$ cat src/rtl/addsub_accum_pkg.sv
// rtl/addsub_accum_pkg.sv - shared opcodes, FSM encodings and default width for the accumulator
package addsub_accum_pkg;

    localparam int DEFAULT_WIDTH = 4;

    localparam logic [1:0] OP_ADD  = 2'b00;
    localparam logic [1:0] OP_SUB  = 2'b01;
    localparam logic [1:0] OP_LOAD = 2'b10;
    localparam logic [1:0] OP_CLR  = 2'b11;

    localparam logic [1:0] ST_IDLE = 2'b00;
    localparam logic [1:0] ST_EXEC = 2'b01;
    localparam logic [1:0] ST_HOLD = 2'b10;

endpackage

$ cat src/rtl/addsub_core.sv
// rtl/addsub_core.sv - combinational ripple-carry adder-subtractor with carry and signed overflow
module addsub_core #(
    parameter int WIDTH = 4
) (
    input  logic [WIDTH-1:0] a_i,
    input  logic [WIDTH-1:0] b_i,
    input  logic             ctrl_i,
    output logic [WIDTH-1:0] s_o,
    output logic             co_o,
    output logic             ovf_o
);

    logic [WIDTH-1:0] bx;
    logic [WIDTH:0]   c;

    // Subtraction is A + ~B + 1: invert B and inject the +1 as carry-in
    assign bx   = b_i ^ {WIDTH{ctrl_i}};
    assign c[0] = ctrl_i;

    for (genvar i = 0; i < WIDTH; i++) begin : g_fa
        assign s_o[i]   = a_i[i] ^ bx[i] ^ c[i];
        assign c[i+1]   = (a_i[i] & bx[i]) | (c[i] & (a_i[i] ^ bx[i]));
    end

    assign co_o  = c[WIDTH];
    assign ovf_o = (a_i[WIDTH-1] == bx[WIDTH-1]) && (s_o[WIDTH-1] != a_i[WIDTH-1]);

endmodule

$ cat src/rtl/addsub_accum.sv
// rtl/addsub_accum.sv - handshaked accumulate unit: accept op/b, execute once, hold result until consumed
module addsub_accum
    import addsub_accum_pkg::*;
#(
    parameter int WIDTH = DEFAULT_WIDTH
) (
    input  logic             clk,
    input  logic             rst_n,
    input  logic             in_valid,
    output logic             in_ready,
    input  logic [1:0]       op,
    input  logic [WIDTH-1:0] b,
    output logic             out_valid,
    input  logic             out_ready,
    output logic [WIDTH-1:0] acc,
    output logic             co,
    output logic             zero,
    output logic             ovf
);

    logic [1:0]       state_q, state_d;
    logic [1:0]       op_q, op_d;
    logic [WIDTH-1:0] b_q, b_d;
    logic [WIDTH-1:0] acc_q, acc_d;
    logic             co_q, co_d;
    logic             zero_q, zero_d;
    logic             ovf_q, ovf_d;
    logic             ready_q, ready_d;

    logic [WIDTH-1:0] core_s;
    logic             core_co;
    logic             core_ovf;

    addsub_core #(.WIDTH(WIDTH)) u_core (
        .a_i    (acc_q),
        .b_i    (b_q),
        .ctrl_i (op_q[0]),
        .s_o    (core_s),
        .co_o   (core_co),
        .ovf_o  (core_ovf)
    );

    always_comb begin
        state_d = state_q;
        op_d    = op_q;
        b_d     = b_q;
        acc_d   = acc_q;
        co_d    = co_q;
        zero_d  = zero_q;
        ovf_d   = ovf_q;
        case (state_q)
            ST_IDLE: begin
                if (in_valid && ready_q) begin
                    op_d    = op;
                    b_d     = b;
                    state_d = ST_EXEC;
                end
            end
            ST_EXEC: begin
                case (op_q)
                    OP_ADD, OP_SUB: begin
                        acc_d = core_s;
                        co_d  = core_co;
                        ovf_d = core_ovf;
                    end
                    OP_LOAD: begin
                        acc_d = b_q;
                        co_d  = 1'b0;
                        ovf_d = 1'b0;
                    end
                    default: begin
                        acc_d = '0;
                        co_d  = 1'b0;
                        ovf_d = 1'b0;
                    end
                endcase
                zero_d  = (acc_d == '0);
                state_d = ST_HOLD;
            end
            ST_HOLD: begin
                if (out_ready) begin
                    state_d = ST_IDLE;
                end
            end
            default: state_d = ST_IDLE;
        endcase
        // Registered ready keeps in_ready low through reset and the first edge after it
        ready_d = (state_d == ST_IDLE);
    end

    always_ff @(posedge clk or negedge rst_n) begin
        if (!rst_n) begin
            state_q <= ST_IDLE;
            op_q    <= '0;
            b_q     <= '0;
            acc_q   <= '0;
            co_q    <= 1'b0;
            zero_q  <= 1'b1;
            ovf_q   <= 1'b0;
            ready_q <= 1'b0;
        end else begin
            state_q <= state_d;
            op_q    <= op_d;
            b_q     <= b_d;
            acc_q   <= acc_d;
            co_q    <= co_d;
            zero_q  <= zero_d;
            ovf_q   <= ovf_d;
            ready_q <= ready_d;
        end
    end

    assign in_ready  = ready_q;
    assign out_valid = (state_q == ST_HOLD);
    assign acc       = acc_q;
    assign co        = co_q;
    assign zero      = zero_q;
    assign ovf       = ovf_q;

endmodule

$ cat config.mk
export PLATFORM = sky130hd
export DESIGN_NAME = addsub_accum
export DESIGN_NICKNAME = d
export VERILOG_FILES = /design/src/rtl/addsub_accum_pkg.sv /design/src/rtl/addsub_core.sv /design/src/rtl/addsub_accum.sv
export SDC_FILE = /design/constraint.sdc
export NUM_CORES = 1
export LEC_CHECK = 0
export CELL_PAD_IN_SITES_DETAIL_PLACEMENT = 1
export CELL_PAD_IN_SITES_GLOBAL_PLACEMENT = 1
export CORE_ASPECT_RATIO = 1.75
export CORE_MARGIN = 2
export CORE_UTILIZATION = 33
export DETAILED_ROUTE_END_ITERATION = 10
export GPL_TIMING_DRIVEN = 0
export PLACE_DENSITY = 0.76
export SYNTH_ARGS = -nofsm -noshare
export SYNTH_HDL_FRONTEND = slang
export SYNTH_HIERARCHICAL = 1
export SYNTH_SLANG_ARGS = --single-unit
$ cat constraint.sdc
create_clock -name clk -period 2.28 [get_ports clk]
set_input_delay 0.684 -clock clk [delete_from_list [all_inputs] [get_ports clk]]
set_output_delay 0.684 -clock clk [all_outputs]
set_load 0.05 [all_outputs]
======== Yosys cells after proc, flatten, opt, wreduce, memory -nomap -nowiden ========
Index checks and enable logic that the tools add are counted.
cells by class
  equality and inequality tests ........... 6
  muxes and demuxes ....................... 7
  bitwise operators ....................... 21
  reductions and logical operators ........ 8
operators by type and width
  operator                                                               count
  1-bit AND                                                              8
  4-bit one-hot mux with 2 select lines                                  1
  1-bit bitwise XOR                                                      8
  2-bit zero test                                                        3
  2-bit one-hot mux with 3 select lines                                  1
  2-bit by 1-bit equality test with 1-bit output, second input constant  2
  2-bit equality test, second input constant                             2
  4-bit zero test                                                        1
  2-bit 2-to-1 mux                                                       2
  4-bit 2-to-1 mux                                                       1
  1-bit OR                                                               4
  4-bit bitwise XOR                                                      1
  1-bit logical AND                                                      2
  1-bit 2-to-1 mux                                                       2
  2-bit AND reduction                                                    1
  2-bit OR reduction                                                     1
  1-bit equality test                                                    1
  1-bit != test                                                          1
word-level totals
  flip-flop bits (word level) ............. 16
  input port bits ......................... 10
  output and inout port bits .............. 9
  word-level logic and storage cells ...... 50

======== Depth between registers and ports, before layout ========
  depth after elaboration ................. 12
  depth in mapped cells ................... 10
  depth with buffers taken out ............ 10

======== Hierarchy ========
Netlist, hierarchy kept.
modules (own cells, without submodules)
  module        times used  cells an instance  area each (um^2)  seq. area each (um^2)
  addsub_accum  1           54                 656.9             401.6
  addsub_core   1           15                 146.4             0.0

======== Worst setup path after synthesis ========
OpenSTA, ideal clock, no wires.
  path kind ............................... reg-to-reg
  start point ............................. register acc_q[0], in the netlist acc[0]
  end point ............................... register zero_q, in the netlist zero
  library setup time ...................... 0.080 ns
  arrival time ............................ 2.460 ns
  path slack .............................. -0.259 ns
  cell stages (with the launch flop) ...... 10
  path through ............................ dfrtp_1 > mux2_2 > fa_1 > inv_1 > fa_1 > inv_1 > fa_1 > nor2_1 > a2bb2oi_1 > a32o_1
on the way
  word-level cells in the longest chain between the ends .. 11
  elaborated cells on any way between the ends .. 15
  classes of those cells .................. 2 x mux; 12 x bitwise; 1 x reduce/logical
ends and longest elaborated chain
  item                                       RTL line             text
  start: declaration                         addsub_accum.sv:24   logic [WIDTH-1:0] acc_q, acc_d;
  start signal: assignment                   addsub_accum.sv:96   acc_q <= '0;
  start signal: assignment                   addsub_accum.sv:105  acc_q <= acc_d;
  1-bit bitwise XOR                          addsub_core.sv:22    assign c[i+1] = (a_i[i] & bx[i]) | (c[i] & (a_i[i] ^ bx[i]));
  1-bit AND                                  addsub_core.sv:22
  1-bit OR (*)                               addsub_core.sv:22
  1-bit AND (*)                              addsub_core.sv:22
  1-bit OR (*)                               addsub_core.sv:22
  1-bit AND (*)                              addsub_core.sv:22
  1-bit OR (*)                               addsub_core.sv:22
  1-bit bitwise XOR (*)                      addsub_core.sv:21    assign s_o[i] = a_i[i] ^ bx[i] ^ c[i];
  via core_s[3]                              addsub_accum.sv:30   logic [WIDTH-1:0] core_s;
  4-bit one-hot mux with 2 select lines (*)  addsub_accum.sv:60   case (op_q)
  4-bit 2-to-1 mux (*)                       addsub_accum.sv:51   case (state_q)
  4-bit zero test (*)                        addsub_accum.sv:77   zero_d = (acc_d == '0);
  end signal: assignment                     addsub_accum.sv:107  zero_q <= zero_d;
  end: declaration                           addsub_accum.sv:26   logic zero_q, zero_d;
Mark *: on every way through the listed nets, which the timed path passes. The rest lies on a longest branch. The select of a mux whose other input is x is not followed.
A chain may end at the register's enable or synchronous reset.

======== Final worst setup path ========
  start point ............................. register op_q[0]
  end point ............................... register zero_q, in the netlist zero
on the way
  word-level cells in the longest chain between the ends .. 12
  elaborated cells on any way between the ends .. 25
  classes of those cells .................. 2 x eq/ne; 2 x mux; 18 x bitwise; 3 x reduce/logical
ends and longest elaborated chain
  item                                       RTL line             text
  start: declaration                         addsub_accum.sv:22   logic [1:0] op_q, op_d;
  start signal: assignment                   addsub_accum.sv:103  op_q <= op_d;
  4-bit bitwise XOR                          addsub_core.sv:17    assign bx = b_i ^ {WIDTH{ctrl_i}};
  1-bit bitwise XOR                          addsub_core.sv:22
  1-bit AND                                  addsub_core.sv:22
  1-bit OR                                   addsub_core.sv:22
  1-bit AND                                  addsub_core.sv:22
  1-bit OR                                   addsub_core.sv:22
  1-bit AND                                  addsub_core.sv:22
  1-bit OR                                   addsub_core.sv:22
  1-bit bitwise XOR (*)                      addsub_core.sv:21
  via core_s[3]                              addsub_accum.sv:30
  4-bit one-hot mux with 2 select lines (*)  addsub_accum.sv:60
  4-bit 2-to-1 mux (*)                       addsub_accum.sv:51
  4-bit zero test (*)                        addsub_accum.sv:77
Marked as above.

==> metrics.md <==
| Metric | Value |
|---|---|
| Run status | `finished, violations left` |
| Violated checks | `setup timing` |
| Type of the worst min-delay path | `reg -> reg` |
| Overall die height | `69.3 um` |
| H-tree depth reported by CTS | `1` |
| GR met1 Demand/Resource | `18.2%` |
| Summed area of non-filler cells in the final layout | `1120 sq um` |
| Remaining global-route overflow | `0` |
| Number of buffers inserted for hold repair after clock tree synthesis | `0` |
| Highest net fanout along the worst path | `4` |
| Final standard cell count with taps included and fillers excluded | `120` |
| Path type of the worst setup path | `reg -> reg` |
| Die W | `41.3 um` |
| Global-route wire length before repair | `3.08 mm` |
| Max Clk Rate | `410 MHz` |
| RePlAce Congestion | `0.784` |
| Ranking of synthesized cells by area | `sky130_fd_sc_hd__dfrtp_1 47%, sky130_fd_sc_hd__mux2_2 9.8%, sky130_fd_sc_hd__fa_1 7.5%, sky130_fd_sc_hd__o21ai_0 3.7%, sky130_fd_sc_hd__nand2_1 3.7%` |
| Slew HR | `50.3%` |
| Detailed-placement wirelength estimate | `1.30 mm` |
| Most frequent cells in the layout | `16 x sky130_fd_sc_hd__clkdlybuf4s50_1, 13 x sky130_fd_sc_hd__dfrtp_1, 8 x sky130_fd_sc_hd__nand2_1` |
| Series of cell instances along the critical path | `mux2_4, fa_2, inv_2, fa_2, inv_2, fa_2, nor2_2, a2bb2oi_2, a32o_1` |
| 1st-iter DRT viols | `2` |
| Dpl cells | `112` |
| Pin count of the biggest net entering global routing | `17` |
| Via count | `592` |
| Slowest library cell on the worst path | `sky130_fd_sc_hd__fa_2` |
| Clock skew | `1.20 ps` |
| Yosys warning count | `6` |
| Met2 global-route usage | `25.7%` |
| Post-Place Worst Slack | `-214 ps` |
| Floorplan row count | `23` |
| Maximum cell stage delay along the critical path | `560 ps` |
| Met3 Track Usage GR | `2.88%` |
| Actual transition at the worst max-transition pin | `744 ps` |
| Endpoint required time on the critical path | `2460 ps` |
| Cell at the root of the clock tree | `sky130_fd_sc_hd__clkbuf_8` |
| Growth of design area from synthesis to finish | `39.9%` |
| Clock slew at reported path FFs | `60 ps` |
| Count of maximum capacitance violations | `0` |
| Clock Latency Late Sink | `250 ps` |
| Type of origin of the critical path | `register` |
| Remaining routing DRC violations | `0` |
| Layout cells sized above 1 | `30.5%` |
| Count of clock tree sinks | `16` |
| Commonest non-fill, non-tap cell in the layout | `sky130_fd_sc_hd__clkdlybuf4s50_1` |
| Vias in the first global route | `675` |
| Effective utilization at floorplan | `34.9%` |
| Crit path arrival time | `2620 ps` |
| Top-level port count | `19` |
| Quantity of I/O buffers inserted on ports | `18` |
| Post-DP Area | `1020 sq um` |
| N_diodes | `0` |
| Clock tree from TritonCTS | `built` |
| Synthesized area per cell | `11.6 sq um` |
| Fill cell count | `255` |
| Worst Setup End Kind | `register` |
| Area share of the leading cell type in the synthesized netlist | `46.7%` |
| Fin. Hold Viols | `0` |
| Buffers from clock root to sink, at most | `2` |
| CTS buffer count | `3` |
| CP bufs+invs | `2` |
| Number of nets at the end of the flow | `110` |
| Flops & latches, synth | `16` |
| Post-layout min period | `2440 ps` |
| Busiest grt layer | `met2` |
| Sequential cell area fraction in the yosys report | `50.0%` |
| Number of failing setup endpoints in the final timing report | `2` |
| Placeable core region | `2300 sq um` |
| DR pass1 iterations | `2` |
| CP most frequent cell | `sky130_fd_sc_hd__fa_2` |
| Cell accounting for the most synthesized area | `sky130_fd_sc_hd__dfrtp_1` |
| Hold path start | `co` |
| Average detailed-routed wire length per instance | `14.5 um` |
| Mapped Nets | `83` |
| Source of the worst register-to-register timing path | `op_q[0]` |
| Number of pins with negative max-slew slack in the final report | `0` |
| ANT nets after route | `0` |
| Final worst setup slack | `-160 ps` |
| Crit. Startpoint | `op_q[0]` |
| Routed WL | `1.74 mm` |
| Cell area after synthesis | `803 sq um` |
| Gr usage total | `15.5%` |
| Vias per cell | `4.93` |
| Number of standard cells after synthesis | `69` |
| Count of cell types in the netlist | `21` |
| Full die area | `2860 sq um` |
| Worst path top cell family by delay | `adder cells` |
| RSZ-0062 raised after global routing | `true` |
| Antenna violations before repair | `0` |
| Final Cycle Share | `107%` |
## metrics by stage
| stage | utilization [%] | hold slack, ps | TNS (ps) |
|---|---|---|---|
| after floorplan | - | 388 | -199 |
| after CTS | 48.5 | 485 | -223 |
| after global placement | 44.5 | 464 | -248 |
| after global routing | 48.8 | 525 | -458 |
| final | 48.8 | 481 | -225 |
| after detailed placement | 44.5 | 471 | -376 |
## cells by family after synthesis
group                    count (synthesis)  synth area share, %
adder cells (fa/ha/maj)                  4                 9.03
multiplexers                             7                 9.81
flip-flops                              16                 50.0
AND/OR/NAND/NOR                         16                 10.4
AO/OA/AOI/OAI                           13                 11.4
buffers and inverters                    8                 3.89
XOR/XNOR                                 5                 5.45
## worst min-delay path, cell delays in order, from the launching register on
cell	delay, ps
sky130_fd_sc_hd__dfrtp_1	340
sky130_fd_sc_hd__nand2_1	40
sky130_fd_sc_hd__o21ai_0	60
## area by class of cell
| class | count | area [sq um] | area share, % |
|---|---|---|---|
| Sequential cell | 16 | 404 | 36.0 |
| Multi-Input combinational cell | 45 | 390 | 34.7 |
| Timing Repair Buffer | 22 | 211 | 18.8 |
| Clock buffer | 4 | 55.1 | 4.90 |
| Tap cell | 25 | 31.3 | 2.78 |
| Inverter | 7 | 26.3 | 2.34 |
| Buffer | 1 | 5.00 | 0.445 |
## cells in the mapped netlist, drive strengths merged
| cell | number |
|---|---|
| dfrtp | 15 |
| xnor2 | 2 |
| nand2b | 2 |
| xor2 | 3 |
| fa | 3 |
| nor2 | 3 |
| inv | 7 |
| or2 | 1 |
| dfstp | 1 |
| a21oi | 1 |
| a221oi | 1 |
| o21ai | 6 |
| buf | 1 |
| a22oi | 3 |
| and2b | 1 |
| ha | 1 |
| a32o | 1 |
| mux2 | 7 |
| nand2 | 8 |
| nor3 | 1 |
| a2bb2oi | 1 |
## sequential cells by signal, indices dropped and copies added, names as in the netlist
| register | flops |
|---|---|
| acc | 4 |
| b_q | 4 |
| co | 1 |
| in_ready | 1 |
| op_q | 2 |
| ovf | 1 |
| state_q | 2 |
| zero | 1 |
## routing by layer
layer	up-vias	wire length (um)
li1	281	-
met1	293	623
met2	14	1040
met3	4	50
met4	0	24
met5	-	0
## final timing paths
check                               end  slack (ps)  cells past startpoint
max in group asynchronous       op_q[0]         900                      1
min in group asynchronous        b_q[0]         870                      1
worst min register to register       co         480                      2
worst min-delay path                 co         480                      2
worst max register to register     zero        -160                      9
worst max-delay path               zero        -160                      9
## timing repair
action / CTS / global route
gates cloned: 0 / 0
buffers inserted: 4 / 0
resized for setup: 5 / 3
pin swaps: 3 / 0
endpoints found under the setup margin: 4 / 5
Power is not shown: default switching activity piles up to over one toggle a cycle in this logic, so the estimate is an artifact.
